<file path="config.mk">
export PLATFORM = sky130hd
export DESIGN_NAME = cronometro_ctrl
export DESIGN_NICKNAME = d
export VERILOG_FILES = /design/src/rtl/cronometro_pkg.sv /design/src/rtl/bcd_mod60.sv /design/src/rtl/cronometro_ctrl.sv
export SDC_FILE = /design/constraint.sdc
export NUM_CORES = 1
export LEC_CHECK = 0
export CORE_MARGIN = 3
export CORE_UTILIZATION = 28
export CTS_BUF_LIST = sky130_fd_sc_hd__clkbuf_8
export CTS_CLUSTER_DIAMETER = 60
export DETAILED_ROUTE_END_ITERATION = 8
export GPL_ROUTABILITY_DRIVEN = 1
export PLACE_DENSITY = 0.6
export SYNTH_ARGS = -nofsm -noshare
export SYNTH_HDL_FRONTEND = slang
export SYNTH_HIERARCHICAL = 1
export SYNTH_SLANG_ARGS = --single-unit
export TNS_END_PERCENT = 1
</file>
<file path="constraint.sdc">
create_clock -name clk -period 1.39 [get_ports clk]
set_clock_uncertainty 0.05 [all_clocks]
set_input_delay 0.417 -clock clk [delete_from_list [all_inputs] [get_ports clk]]
set_output_delay 0.417 -clock clk [all_outputs]
set_load 0.02 [all_outputs]
</file>
<file path="src/rtl/cronometro_pkg.sv">
// Shared types and constants for the cronometro stopwatch controller.
package cronometro_pkg;

    typedef enum logic [1:0] {
        IDLE  = 2'b00,
        RUN   = 2'b01,
        PAUSE = 2'b10,
        LAP   = 2'b11
    } state_t;

    localparam logic [2:0] DEZ_MAX = 3'd5;
    localparam logic [3:0] UNI_MAX = 4'd9;

    function automatic logic is_counting(input state_t s);
        return (s == RUN) || (s == LAP);
    endfunction

endpackage

</file>
<file path="src/rtl/bcd_mod60.sv">
// Two-digit BCD counter 00..59; clr wins over en, carry flags the 59->00 step.
module bcd_mod60
    import cronometro_pkg::*;
(
    input  logic       clk,
    input  logic       rst,
    input  logic       en,
    input  logic       clr,
    output logic [2:0] dez,
    output logic [3:0] uni,
    output logic       carry
);

    logic at_max;

    assign at_max = (dez == DEZ_MAX) && (uni == UNI_MAX);
    assign carry  = en && !clr && at_max;

    always_ff @(posedge clk) begin
        if (!rst || clr) begin
            dez <= '0;
            uni <= '0;
        end else if (en) begin
            if (uni == UNI_MAX) begin
                uni <= '0;
                if (dez == DEZ_MAX) begin
                    dez <= '0;
                end else begin
                    dez <= dez + 3'd1;
                end
            end else begin
                uni <= uni + 4'd1;
            end
        end
    end

endmodule

</file>
<file path="src/rtl/cronometro_ctrl.sv">
// Stopwatch controller: IDLE/RUN/PAUSE/LAP FSM with BCD seconds and lap freeze.
// Define CRONOMETRO_MINUTES_EN to add a minutes counter and min_dez/min_uni ports.
module cronometro_ctrl
    import cronometro_pkg::*;
(
    input  logic       clk,
    input  logic       rst,
    input  logic       tick,
    input  logic       start_stop,
    input  logic       lap,
    input  logic       clear,
    output logic [2:0] dez,
    output logic [3:0] uni,
    output logic       running,
    output logic       wrap
`ifdef CRONOMETRO_MINUTES_EN
    ,
    output logic [2:0] min_dez,
    output logic [3:0] min_uni
`endif
);

    state_t     state;
    state_t     state_next;
    logic       lap_capture;
    logic       count_en;
    logic       wrap_next;

    logic [2:0] sec_dez;
    logic [3:0] sec_uni;
    logic       sec_carry;
    logic [2:0] lap_dez;
    logic [3:0] lap_uni;

    // Counting follows the registered state, not the transition on the same edge.
    assign count_en = tick && is_counting(state);

    bcd_mod60 u_sec (
        .clk   (clk),
        .rst   (rst),
        .en    (count_en),
        .clr   (clear),
        .dez   (sec_dez),
        .uni   (sec_uni),
        .carry (sec_carry)
    );

`ifdef CRONOMETRO_MINUTES_EN
    logic [2:0] mdez;
    logic [3:0] muni;
    logic       min_carry;
    logic [2:0] lap_min_dez;
    logic [3:0] lap_min_uni;

    bcd_mod60 u_min (
        .clk   (clk),
        .rst   (rst),
        .en    (sec_carry),
        .clr   (clear),
        .dez   (mdez),
        .uni   (muni),
        .carry (min_carry)
    );

    assign wrap_next = min_carry;
`else
    assign wrap_next = sec_carry;
`endif

    always_ff @(posedge clk) begin
        if (!rst) begin
            state <= IDLE;
        end else begin
            state <= state_next;
        end
    end

    // Priority clear > start_stop > lap is encoded by the if/else order.
    always_comb begin
        state_next  = state;
        lap_capture = 1'b0;
        if (clear) begin
            state_next = IDLE;
        end else begin
            case (state)
                IDLE: begin
                    if (start_stop) state_next = RUN;
                end
                RUN: begin
                    if (start_stop) begin
                        state_next = PAUSE;
                    end else if (lap) begin
                        state_next  = LAP;
                        lap_capture = 1'b1;
                    end
                end
                LAP: begin
                    if (start_stop) begin
                        state_next = PAUSE;
                    end else if (lap) begin
                        state_next = RUN;
                    end
                end
                PAUSE: begin
                    if (start_stop) state_next = RUN;
                end
                default: state_next = IDLE;
            endcase
        end
    end

    always_ff @(posedge clk) begin
        if (!rst || clear) begin
            lap_dez <= '0;
            lap_uni <= '0;
        end else if (lap_capture) begin
            lap_dez <= sec_dez;
            lap_uni <= sec_uni;
        end
    end

`ifdef CRONOMETRO_MINUTES_EN
    always_ff @(posedge clk) begin
        if (!rst || clear) begin
            lap_min_dez <= '0;
            lap_min_uni <= '0;
        end else if (lap_capture) begin
            lap_min_dez <= mdez;
            lap_min_uni <= muni;
        end
    end
`endif

    always_ff @(posedge clk) begin
        if (!rst) begin
            wrap <= 1'b0;
        end else begin
            wrap <= wrap_next;
        end
    end

    assign running = is_counting(state);

    always_comb begin
        dez = sec_dez;
        uni = sec_uni;
`ifdef CRONOMETRO_MINUTES_EN
        min_dez = mdez;
        min_uni = muni;
`endif
        if (state == LAP) begin
            dez = lap_dez;
            uni = lap_uni;
`ifdef CRONOMETRO_MINUTES_EN
            min_dez = lap_min_dez;
            min_uni = lap_min_uni;
`endif
        end
    end

endmodule

</file>
==> qor.csv <==
metric,value,unit
cts_setup_buffers,0,
critical_path_class,register to output port,
clock.fmax,608,MHz
hold_viol,0,
yosys.area.top_type_share,39.8,%
grt-ovfl-total,0,
synthesis.yosys.warnings,6,
clkSinkCount,17,
synth.avg_cell_area,9.10,sq um
syn_inst,94,
place.port_buffers,14,
dieArea,3760,sq um
cts_tree,built,
routedWlPerCell,13.5,microns
worstPathArrival,1180,ps
whs,424,ps
synthesis.nets,100,
insertedDiodeCount,0,
fill_cells,278,
total_wirelength,2060,microns
cell_leakage_power,0.536,nW
numCtsBuffers,3,
critical_path.startpoint_type,register,
detail_route.iter0.violations,20,
run_status,"complete, but fails checks",
power_per_cell_area,739,nW/um^2
floorplan.initialDensity,30.3,%
fin_nets,129,
fin_crit_sh,118,%
placed_cell_area,1130,sq um
setup_ws,-256,ps
antenna_violating_nets_post_route,0,
violations,negative setup slack,
cts_max_level,1,
synth_seq_cells,17,
route.vias.total,786,
worstSetupEndpoint,dez[0],
required,920,ps
netlist.top_cell.by_area,dfxtp_1,
place.gp.congestion,0.700,
chipWidth,61.3,microns
hpwlAfterDp,1420,microns
worst_r2r_endpoint,u_sec/dez[1]$_SDFFE_PP0P_,
synth_top_cells_by_area,"dfxtp_1, mux2_1, a21oi_1",
count_of_max_cap_constraint_violations,0,
gr-usage-all-layers,13.3,%
final_area,1270,sq um
report.final.slew_viol_count,0,
initial_antenna_violation_count,0,
drt_first_pass_iters,4,
reg2reg_setup_slack,-80,ps
vdd_ir_drop_max,0.675,mV
synthesis.area,856,sq um
fin_setup_tns,-1900,ps
worst_setup_hold_path_clk_slew,60,ps
worstRegToRegCells,5,
final_layout_size_suffix_gt1_share,33.6,%
depth_of_the_worst_hold_timing_path,2,
finish.cell_count_without_fillers,153,
chipHeight,61.3,microns
finalSetupViolations,10,
num_io_pins,15,
ys_seq_area_share,39.8,%
number_of_global_route_vias_before_repair,804,
clock_tree.root_cell,clkbuf_8,
timing.critical_path.fanout_max,7,
ys_types,27,
drc_errors,0,
critPathCaptureType,output port,
min_delay_worst_type,register to register,
worst_slew_pin_slew,282,ps
rows,19,
max-clock-path-buffers,2,
core_area,2830,sq um
grt_max_degree,15,
layout.cells.most_common_list,"dfxtp_1, buf_4, a21oi_1",
number_of_cells_after_detailed_placement,149,
area.growth.synth_to_final,48.1,%
grt_setup_unrepaired,yes,
clk_latency,250,ps
via_per_inst,5.14,
finalCriticalPeriod,1650,ps
first_pass_grt_wire_length,3700,microns
timing.rr.start,state[0]$_SDFFE_PP0P_,
crit_start,state[0]$_SDFFE_PP0P_,
max-slew-margin-rel,81.2,%
stage by stage:
stage	setup slack (ps)	total power [mW]	util [%]
after global routing	-299	0.984	44.8
after detailed placement	-471	0.578	40.1
final	-256	0.936	44.8
after global placement	-437	0.577	40.1
after floorplan	-21.0	0.537	-
after CTS	-270	0.955	43.8
layer usage:
layer / vias to the layer above / wire, microns / track usage (%)
met1: 363 / 943 / 16.0
met3: 7 / 118 / 5.24
met4: 0 / 36 / 4.33
met5: - / 0 / 0
li1: 395 / - / -
met2: 21 / 962 / 21.9
sequential cells by signal, summed over array words and instances, names as in the netlist:
name and count:
lap_dez 3, lap_uni 4, state 2, u_sec/dez 3, u_sec/uni 4, wrap 1
critical path: stages, from the launching register on:
cell	delay (ps)
dfxtp_4	360
nand2_8	110
mux2_4	320
buf_6	130
layout make-up:
type,instances,area (sq um),area share (%)
Sequential cell,17,348,27.4
Clock buffer,3,41.3,3.26
Clock inverter,1,3.75,0.296
Tap cell,31,38.8,3.06
Multi-Input combinational cell,72,561,44.2
Timing Repair Buffer,29,275,21.7
power by group:
group / switching [mW] / internal (mW)
logic: 0.0380 / 0.0429
registers: 0.00391 / 0.487
clock network: 0.168 / 0.196
total: 0.210 / 0.726
logic make-up (layout without fill, tap and decap cells):
group,after synthesis,in the layout,synth area share [%]
flip-flops,17,17,39.8
multiplexers,7,7,9.21
AO/OA/AOI/OAI,26,26,15.2
XOR/XNOR,3,3,3.07
buffers and inverters,5,33,3.07
AND/OR/NAND/NOR,36,36,29.7
worst min path at each step:
stage | from | to | slack, ps
6_report | lap_uni[3]$_SDFFE_PP0P_ | lap_uni[3]$_SDFFE_PP0P_ | 420
5_1_grt | lap_dez[2]$_SDFFE_PP0P_ | lap_dez[2]$_SDFFE_PP0P_ | 450
4_1_cts | lap_uni[3]$_SDFFE_PP0P_ | lap_uni[3]$_SDFFE_PP0P_ | 420
3_5_place_dp | lap_dez[0]$_SDFFE_PP0P_ | lap_dez[0]$_SDFFE_PP0P_ | 410
3_3_place_gp | lap_uni[3]$_SDFFE_PP0P_ | lap_uni[3]$_SDFFE_PP0P_ | 410
2_1_floorplan | lap_dez[0]$_SDFFE_PP0P_ | lap_dez[0]$_SDFFE_PP0P_ | 400
cell usage after synthesis:
cell type	number
o21ai_1	1
and4b_2	1
nand2_1	3
and2_1	2
nand3b_1	8
a21oi_1	13
nand2_2	1
nand4b_1	1
nor2_1	4
and2b_1	2
nand4bb_1	1
nand4b_2	1
and4b_1	1
o21ai_0	12
or4_1	1
buf_4	2
and4bb_1	1
and4_1	1
clkbuf_1	3
dfxtp_1	17
nor2b_1	2
nand3_1	1
nand2b_1	3
xnor2_1	2
mux2_1	7
xor2_1	1
or3_1	2
what timing repair did:
action                                  4_1_cts  5_1_grt
endpoints found under the setup margin       23       22
hold buffers                                  0        0
pin swaps                                     6        0
resized for setup                            66       10
(Power assumes the default switching activity.)
